## config.mk

```make
export PLATFORM = sky130hd
export DESIGN_NAME = stf_req_arbiter
export DESIGN_NICKNAME = d
export VERILOG_FILES = /design/src/rtl/stf_arb_pkg.sv /design/src/rtl/rr_pick.sv /design/src/rtl/stf_req_arbiter.sv
export SDC_FILE = /design/constraint.sdc
export NUM_CORES = 1
export LEC_CHECK = 0
export ABC_AREA = 1
export ABC_CLOCK_PERIOD_IN_PS = 1300
export CAP_MARGIN = 40
export CORE_MARGIN = 2
export CORE_UTILIZATION = 47
export CTS_CLUSTER_DIAMETER = 50
export DETAILED_ROUTE_END_ITERATION = 12
export HOLD_SLACK_MARGIN = 0.03
export PLACE_DENSITY = 0.73
export SYNTH_ARGS = -nofsm -noshare
export SYNTH_HDL_FRONTEND = slang
export SYNTH_SLANG_ARGS = --single-unit
```

## constraint.sdc

```tcl
create_clock -name fastclk -period 1.3 [get_ports fastclk]
set_input_delay 0.195 -clock fastclk [delete_from_list [all_inputs] [get_ports fastclk]]
set_output_delay 0.195 -clock fastclk [all_outputs]
set_load 0.005 [all_outputs]
```

## src/rtl/stf_arb_pkg.sv

```systemverilog
// Shared types and helpers for the fast-domain request arbiter.
package stf_arb_pkg;

  typedef enum logic [1:0] {
    IDLE      = 2'd0,
    START     = 2'd1,
    WAIT_DONE = 2'd2
  } arb_state_t;

  function automatic int sel_w(input int n);
    return $clog2(n);
  endfunction

endpackage

```

## src/rtl/rr_pick.sv

```systemverilog
// Combinational round-robin picker: first eligible index at or after ptr,
// ascending and wrapping modulo N.
module rr_pick
  import stf_arb_pkg::*;
#(
  parameter int N = 2
) (
  input  logic [N-1:0]          elig,
  input  logic [sel_w(N)-1:0]   ptr,
  output logic                  hit,
  output logic [sel_w(N)-1:0]   idx
);

  localparam int SW = sel_w(N);
  localparam logic [SW-1:0] LAST = SW'(N - 1);

  logic [SW-1:0] cand;

  // NOTE: every variable written in always_comb gets a default first so no latch is inferred.
  always_comb begin
    hit  = 1'b0;
    idx  = '0;
    cand = ptr;
    for (int k = 0; k < N; k++) begin
      if (!hit && elig[cand]) begin
        hit = 1'b1;
        idx = cand;
      end
      cand = (cand == LAST) ? '0 : cand + SW'(1);
    end
  end

endmodule

```

## src/rtl/stf_req_arbiter.sv

```systemverilog
// Round-robin arbiter granting one shared resource to N synchronized requesters,
// with a per-grant timeout and four-phase ack levels back to the slow side.
module stf_req_arbiter
  import stf_arb_pkg::*;
#(
  parameter int N       = 2,
  parameter int TIMEOUT = 255
) (
  input  logic                fastclk,
  input  logic                rst_n,
  input  logic [N-1:0]        req_sync,
  output logic [N-1:0]        ack,
  output logic                res_start,
  output logic [sel_w(N)-1:0] res_sel,
  input  logic                res_done,
  output logic                busy,
  output logic [N-1:0]        err,
  input  logic                err_clr
);

  localparam int SW = sel_w(N);
  localparam int CW = $clog2(TIMEOUT + 1);
  localparam logic [CW-1:0] CNT_LAST = CW'(TIMEOUT - 1);
  localparam logic [SW-1:0] SEL_LAST = SW'(N - 1);

  arb_state_t    state, state_nxt;
  logic [SW-1:0] ptr;
  logic [CW-1:0] cnt;
  logic [N-1:0]  elig;
  logic          pick_hit;
  logic [SW-1:0] pick_idx;
  logic          done_hit, to_hit, finish;
  logic [N-1:0]  sel_oh, ack_set, err_set;

  assign elig = req_sync & ~ack;

  rr_pick #(.N(N)) u_pick (
    .elig (elig),
    .ptr  (ptr),
    .hit  (pick_hit),
    .idx  (pick_idx)
  );

  // A completion on the last counting cycle beats the timeout.
  assign done_hit = (state == WAIT_DONE) && res_done;
  assign to_hit   = (state == WAIT_DONE) && !res_done && (cnt == CNT_LAST);
  assign finish   = done_hit || to_hit;

  assign sel_oh  = {{(N-1){1'b0}}, 1'b1} << res_sel;
  assign ack_set = finish ? sel_oh : '0;
  assign err_set = to_hit ? sel_oh : '0;

  always_comb begin
    state_nxt = state;
    case (state)
      IDLE:      if (pick_hit) state_nxt = START;
      START:     state_nxt = WAIT_DONE;
      WAIT_DONE: if (finish) state_nxt = IDLE;
      default:   state_nxt = IDLE;
    endcase
  end

  // NOTE: sequential state uses non-blocking assignments so every register samples pre-edge values.
  always_ff @(posedge fastclk or negedge rst_n) begin
    if (!rst_n) begin
      state     <= IDLE;
      res_sel   <= '0;
      ptr       <= '0;
      cnt       <= '0;
      res_start <= 1'b0;
      busy      <= 1'b0;
    end else begin
      state     <= state_nxt;
      res_start <= (state == IDLE) && pick_hit;
      busy      <= (state_nxt != IDLE);
      if (state == IDLE && pick_hit)
        res_sel <= pick_idx;
      if (finish)
        ptr <= (res_sel == SEL_LAST) ? '0 : res_sel + SW'(1);
      if (state == START)
        cnt <= '0;
      else if (state == WAIT_DONE && cnt != '1)
        cnt <= cnt + CW'(1);
    end
  end

  // Ack release is independent of the FSM; a set on the same bit always wins.
  always_ff @(posedge fastclk or negedge rst_n) begin
    if (!rst_n) begin
      ack <= '0;
      err <= '0;
    end else begin
      ack <= (ack & req_sync) | ack_set;
      err <= (err_clr ? '0 : err) | err_set;
    end
  end

endmodule

```

==> flow_summary_export.csv <==
group,metric,value,unit
yosys,synth_top_flop_cell,"dfrtp_1",
yosys,ys_seq_area_share,48.65,%
yosys,synth_edf_count,0,
die,die_y,48.39,um
clock_tree,cts_buffer_depth,2,
yosys,avgSynthCellArea,7.716,um^2
timing,rsz0062_at_grt,"true",
grt,antenna_found_initial,0,
yosys,async_flop_share,100.0,%
power_and_ir_drop,p_leak,0.6462,nW
timing,tightest_slew,0.2114,ns
clock_tree,cts_tree,"yes",
placed_design,io_buffer_count,12,
grt,first_global_vias,771,
detailed_routing,routed_wl,1834,um
worst_setup_path,r2r_setup_slack,0.07,ns
detailed_routing,wire_per_inst,10.54,um
job,cap_viol_max_count,0,
worst_setup_path,cp_data_required_time,1.49,ns
cells_and_area,drive_above_1_share,16.33,%
detailed_routing,drt_iter0_markers,15,
timing,period_share,94.95,%
worst_setup_path,end_kind,"flop",
clock_tree,cts_hold_buf,0,
yosys,synth_cell_type_count,17,
yosys,yosysWarningCount,0,
min_path,min_path_type,"in2async",
worst_setup_path,rr_worst_depth,6,
clock_tree,numCtsBuffers,3,
worst_setup_path,worstSetupPathType,"reg2reg",
status,run_status,"finished clean",
worst_setup_path,startpoint,"cnt[1]",
cells_and_area,layout.nets,156,
placed_design,place_congestion,0.8371,
die,initial_utilization,48.68,%
timing,period_needed,1.234,ns
timing,skew,0.0005976,ns
cells_and_area,area_growth,30.41,%
die,num_rows,16,
clock_tree,cts-root-buf,"clkbuf_4",
die,die-area,2341,um^2
yosys,syn_inst,120,
clock_tree,cts-htree-levels,1,
die,ios,13,
detailed_routing,vias_per_cell,4.828,
cells_and_area,diodes,0,
timing,fmaxAchievable,0.8101,GHz
worst_setup_path,reg2reg_from,"cnt[1]",
placed_design,placed_cells,165,
grt,track_usage,17.38,%
cells_and_area,design_area,1207,um^2
yosys,netlist_area,925.9,um^2
worst_setup_path,critPathCapture,"ack[0]",
yosys,synth_common_cells,"nand2_1 (43), dfrtp_1 (18), inv_1 (18)",
timing,whs,0.2135,ns
yosys,synth-seq-cells,18,
clock_tree,clock_sinks,18,
cells_and_area,seq_area,450.4,um^2
worst_setup_path,timing.rr.end,"ack[0]",
grt,gr-total-overflow,0,
detailed_routing,first_pass_iters,4,
power_and_ir_drop,p_per_area,1677,nW/um^2
yosys,synth_top_area_share,48.65,%
die,fp.dieW,48.39,um
grt,grt_max_degree,19,
power_and_ir_drop,ir_worst_vdd,0.9434,mV
yosys,syn_nets,128,
worst_setup_path,arrival,1.42,ns
detailed_routing,drc,0,
placed_design,place_ws,0.01840,ns
cells_and_area,final_cells,174,
yosys,synth.most_common_cell,"nand2_1",
timing,slew_headroom,85.79,%
yosys,yosys.area.top_type,"dfrtp_1",
worst_setup_path,startpoint_type,"flop",
detailed_routing,routed-via-count,840,
timing,hold_viol_final,0,
clock_tree,worstSkewPairLatency,0.29,ns
timing,setup_violations,0,
cells_and_area,fillers,165,
yosys,synth.area.top_cells,"dfrtp_1 (49%), nand2_1 (17%), inv_1 (7.3%)",
timing,worst_slack,0.06566,ns
die,core,1902,um^2
timing,finalMaxSlewViolations,0,
placed_design,placed_area,1125,um^2
grt,grt_pass1_wl,3229,um
placed_design,hpwlAfterDp,1378,um
clock_tree,path_clk_slew,0.10,ns
detailed_routing,ant_nets,0,
worst_setup_path,crit_path_max_fanout,4,
cells_and_area,multi_input_area,416.7,um^2
## cell families (layout without fill, tap and decap cells)
family                     after synthesis  after routing  share of synthesized area, %
and+or+nand+nor                         71             71                         33.11
buffers and inverters                   19             46                         8.243
DFF                                     18             18                         48.65
AOI/OAI and AO/OA                        7              7                         4.458
xor gates and xnor gates                 3              3                         2.838
adders and majority gates                2              2                         2.702
## worst min path at each step
stage	from	end
5_1_grt	rst_n	cnt[1]
4_1_cts	rst_n	err[1]
3_3_place_gp	ptr	ptr
6_report	rst_n	cnt[6]
3_5_place_dp	ptr	ptr
2_1_floorplan	rst_n	ack[0]
## state kept, by name, summed over array words and instances, names as in the netlist
register and count:
cnt 8, err 2, busy 1, state 2, res_start 1, res_sel 1, ptr 1, ack 2
## repair_timing
item                       in CTS  in global routing
setup endpoints to repair       9                  8
pin swaps                       0                  3
buffers inserted                4                  1
resized for setup               7                  5
## report_power, final
part	switching (W)	leakage [nW]	internal (W)	total, W
Clock	0.000174	0.0210	0.000171	0.000344
Sequential	0.0000975	0.238	0.000706	0.000804
Combinational	0.000486	0.387	0.000391	0.000877
## cell type report
class	instances	area share [%]
Sequential cell	18	37.31
Tap cell	27	2.798
Timing Repair Buffer	23	16.06
Inverter	19	6.321
Clock buffer	4	3.005
Multi-Input combinational cell	83	34.51
## per-stage QoR
step	setup TNS, ns	power, W	util (%)
floorplan	0	0.001254	-
global placement	0	0.001605	59.14
detailed placement	0	0.001624	59.14
CTS	0	0.001989	62.17
global route	-0.1422	0.002192	63.49
finish	0	0.002025	63.49
## metal layers
metal,track usage (%),vias to the layer above,part of all wire [%]
li1,-,428,-
met1,24.29,390,50
met2,26.62,18,44
met3,3.704,4,4.4
met4,6.667,0,1.3
met5,0,-,0
## placed cells by master, fill, tap and decap left out, drive strengths merged
cell type,count
nand2,46
dfrtp,18
inv,18
nor2,12
buf,11
nand3,10
dlygate4sd2,7
clkdlybuf4s50,5
clkbuf,4
nand4,3
o22ai,3
xor2,3
o21ai,2
ha,2
a21oi,1
clkinv,1
o31ai,1
## critical path, cell delays in order (launching register included)
cell	delay [ns]
dfrtp_1	0.42
buf_4	0.16
ha_1	0.19
nand3_1	0.10
nand2_1	0.09
nand3_1	0.10
nand2_1	0.07
(Power assumes the default switching activity.)
==> patch 1: new RTL, same flow settings <==
The parameter `TIMEOUT` goes from 255 to 510.
--- a/src/rtl/stf_req_arbiter.sv
+++ b/src/rtl/stf_req_arbiter.sv
@@ -6,3 +6,3 @@
   parameter int N       = 2,
-  parameter int TIMEOUT = 255
+  parameter int TIMEOUT = 510
 ) (
Behaviour: no difference found for any inputs over 10 cycles, from zero or initial values and one cycle with rst_n low; that may be too few to reach the edited logic, so the function may still have changed.
==> patch 1 against the original RTL <==
Wire length grew 29%; sequential cell count grew 1; critical path depth rose by 3; setup slack worse by 0.36 ns; first-iteration DRC count decreased by 13%; total power is 6.8% higher; core utilization up 8.5 points; the flow now finishes with violations (setup timing); die area rose by 6.6%; largest power group unchanged; worst hold slack improved by 0.0036 ns; design area increased by 18%; clock skew grew 0.0039 ns; count of clock-buffer cells in the layout is the same; synthesized area up 7.2%.
==> patch 1: results (changes against the original RTL) <==
timing:
  relSlewSlack_pct: 79.9  # -5.9 points
  finalWorstSetupSlack_ns: -0.297  # -0.363 ns
  finalSetupViolCount: 9  # +9
  tns_ns: -2.17  # -2.17 ns
critical_path:
  rr_endpoint: "cnt[7]"
  reg2reg_depth: 9  # +3
  crit_arrival_ns: 1.81  # +0.39 ns
  slowest_delay_ns: 0.39  # -0.03 ns
logic_synthesis:
  synth_area_leaders: "dfrtp_1 (48%), nand2_1 (14%), inv_1 (5.7%)"
  synthTopCellsByCount: "nand2_1 (36), dfrtp_1 (19), inv_1 (15), nand3_1 (10), nor2_1 (7)"
  syn_avg_cell_area_um2: 8.20  # +6.3%
  syn_nets: 130  # +1.6%
pwr:
  ir_worst_vdd_v: 0.00143  # +51%
  power.leakage_uw: 0.000699  # +8.2%
placement:
  gp_congestion: 0.897  # +7.2%
  dp_hpwl_um: 1560  # +13%
  dpl_worst_slack_ns: -0.178  # -0.197 ns
outcome:
  status: "complete, but fails checks"
  violations: "setup timing"
route:
  wire_per_inst_um: 12.7  # +21%
  routed-wl-met2_um: 1230  # +52%
  drt-initial-drc-count: 13  # -2
  wl_met3_um: 100  # +23%
  wl_met1_um: 947  # +3.2%
finish:
  fin_nets: 169  # +8.3%
  largest_reg_flops: 9  # +1
  instances_no_fill: 186  # +6.9%
[patch 1: per-layer routing]
layer / GRT usage [%] / vias up
met5: 0 / -
met4: 8.80 / 0
met3: 3.64 / 9
met2: 36.2 / 22
met1: 26.2 / 447
li1: - / 457
[patch 1: repair_timing]
action,CTS,global route
setup buffers,8,5
pin swaps,7,18
resized for setup,14,13
endpoints found under the setup margin,18,16
[patch 1: worst max-delay path by stage]
stage                 from  endpoint  slack, ns  depth (start not counted)
global route        cnt[0]    cnt[1]      -0.34                          8
floorplan           cnt[0]    cnt[3]      -0.16                         10
global placement    cnt[1]    cnt[3]      -0.11                         10
detailed placement  cnt[1]    cnt[3]      -0.18                         10
CTS                 cnt[0]    cnt[3]      -0.19                         10
finish              cnt[1]    cnt[7]      -0.30                          9
[patch 1: cell type report]
class / count / area [µm²]
Multi-Input combinational cell: 84 / 538
Fill cell: 153 / 556
Inverter: 17 / 68.8
Clock buffer: 4 / 26.3
Sequential cell: 19 / 475
Tap cell: 27 / 33.8
Timing Repair Buffer: 35 / 284
[patch 1: cells by family (layout without fill, tap and decap cells)]
kind of cell | count (synthesis) | in the layout | share of synthesized area (%)
flops | 19 | 19 | 47.9
compound gates | 12 | 12 | 6.94
simple gates | 68 | 68 | 32.9
fa+ha+maj | 3 | 3 | 3.78
buf+inv | 18 | 56 | 7.57
xor+xnor | 1 | 1 | 0.883
[patch 1: per-stage QoR]
step	util [%]	hold slack, ns
2_1_floorplan	-	-0.101
3_3_place_gp	63.7	0.468
3_5_place_dp	63.7	0.468
4_1_cts	68.6	0.227
5_1_grt	72.0	0.230
6_report	72.0	0.217
[patch 1: power breakdown]
| group | total (µW) | internal [µW] | switching [µW] |
|---|---|---|---|
| Combinational | 1050 | 465 | 584 |
| Clock | 297 | 120 | 178 |
| Sequential | 816 | 735 | 81.2 |
==> patch 2: new RTL, same flow settings <==
Made on the original files. Put one more register stage on the output `err`, without a reset. The value now appears one clock later. The other outputs are not delayed to match.
--- a/src/rtl/stf_req_arbiter.sv
+++ b/src/rtl/stf_req_arbiter.sv
@@ -24,2 +24,4 @@
   localparam logic [SW-1:0] SEL_LAST = SW'(N - 1);
+
+  logic [N-1:0] err_s0;
 
@@ -90,7 +92,11 @@
       ack <= '0;
-      err <= '0;
+      err_s0 <= '0;
     end else begin
       ack <= (ack & req_sync) | ack_set;
-      err <= (err_clr ? '0 : err) | err_set;
+      err_s0 <= (err_clr ? '0 : err_s0) | err_set;
     end
+  end
+
+  always_ff @(posedge fastclk) begin
+    err <= err_s0;
   end
Function: same outputs for any inputs over 10 cycles, from zero or initial values and one cycle with rst_n low; that may be too few to reach the edited logic, so the function may still have changed.
==> patch 2 against the original RTL <==
Sequential cell count is 2 higher; critical path type unchanged; total power increased by 5.6%; wire length increased by 24%; maximum frequency down 2.9%; setup slack got worse by 0.036 ns; critical path depth is 3 higher; largest power group unchanged; design area is 8.0% higher; synthesized area up 4.6%.
==> patch 2: results (changes against the original RTL) <==
placement:
  placed_area_mm2: 0.00119  # +5.8%
  dp.cells: 172  # +4.2%
  gp_congestion: 0.886  # +5.8%
  dpl_worst_slack_ns: -0.0189  # -0.0373 ns
  io_buffers: 12  # unchanged
  dp_hpwl_um: 1600  # +16%
critical_path:
  cp-startpoint: "cnt[1]"
  reg2reg_depth: 9  # +3
  crit_arrival_ns: 1.46  # +0.04 ns
  crit_path_end: "cnt[6]"
  reg2reg_slack_ns: 0.03  # -0.04 ns
  crit_fanout: 6  # +2
  crit_path_end_kind: "flip-flop"
route:
  wl_met1_um: 911  # -0.76%
  drt-initial-drc-count: 25  # +10
  drt-pass1-iter-count: 5  # +1
  routed-wl-met2_um: 1190  # +47%
  wire_per_inst_um: 12.5  # +18%
  vias_per_cell: 5.02  # +4.0%
  wl_um: 2270  # +24%
  wl_met3_um: 107  # +32%
finish:
  num-fill-cells: 179  # +8.5%
  drive_gt1_share_pct: 21.9  # +5.6 points
  fin_nets: 164  # +5.1%
  largest_register: "cnt"
  design_area_mm2: 0.00130  # +8.0%
pwr:
  power.leakage_uw: 0.000683  # +5.6%
  seq_power_uw: 849  # +5.6%
  clkPwrFrac_pct: 13.9  # -3.1 points
  ir_worst_vdd_v: 0.000969  # +2.8%
  swShare_pct: 38.4  # +0.97 points
  internal_power_uw: 1320  # +4.0%
cts:
  cts_setup_buffers: 3  # -1
  clk_pin_slew_ns: 0.11
  root_buffer: "clkbuf_4"
  cts_resized: 9  # +2
logic_synthesis:
  yosysUniqueCellTypes: 19  # +2
  synthFlopType: "dfrtp_1"
  synth_seq_area_share_pct: 50.6  # +2.0 points
  syn_nets: 132  # +3.1%
  synth_area_leaders: "dfrtp_1 (47%), nand2_1 (17%), inv_1 (7.8%)"
  netlist_instances: 124  # +3.3%
  ys_async_sr_fraction_pct: 90.0  # -10 points
  synthTopCellsByCount: "nand2_1 (44), inv_1 (20), dfrtp_1 (18), nand3_1 (10), nor2_1 (9)"
global_routing:
  globalRouteOverflowTotal: 0  # unchanged
  met2_usage_pct: 37.4  # +11 points
  use_met3_pct: 3.07  # -0.64 points
  met1_usage_pct: 21.9  # -2.4 points
  grt_pass1_wl_um: 3710  # +15%
  grt_pass1_vias: 904  # +17%
  track_usage_pct: 20.1  # +2.7 points
timing:
  finalCritPeriodShare_pct: 97.8  # +2.8 points
  skew_ns: 0.0107  # +0.0101 ns
  relSlewSlack_pct: 83.9  # -1.9 points
  hold_ws_ns: 0.213  # -0.000177 ns
min_path:
  holdCritPathClass: "in2async"
outcome:
  status: "complete, no violations"
==> patch 2: cell count changes in the layout (fill, tap and decap cells not counted), sizes merged <==
cell and delta:
inv +3, clkinv -1, nand4 +1, o21ai +1, buf +4, dfxtp +2
nor2 -1, xor2 -1
==> patch 2: final cells by class <==
cell class	instances	share of cell area, %
inverters	21	6.62
clock buffers	4	2.02
well taps	27	2.59
repair buffers	27	17.2
multi-input cells	83	34.0
flip-flops and latches	20	37.6
==> patch 2: cell families after synthesis <==
| kind of cell | share of synthesized area (%) |
|---|---|
| xor gates and xnor gates | 1.81 |
| buffers and inverters | 8.27 |
| AOI/OAI and AO/OA | 4.78 |
| adders and majority gates | 2.58 |
| and+or+nand+nor | 31.9 |
| DFF | 50.6 |
==> patch 2: critical path, cell delays in order (launching register included) <==
cell and delay, ns:
dfrtp_1 0.41, ha_2 0.21, inv_2 0.08, nor2_4 0.04
nand2_2 0.06, nand2_2 0.07, nand2_4 0.12, inv_4 0.06
nand2_1 0.07, nand2_1 0.05
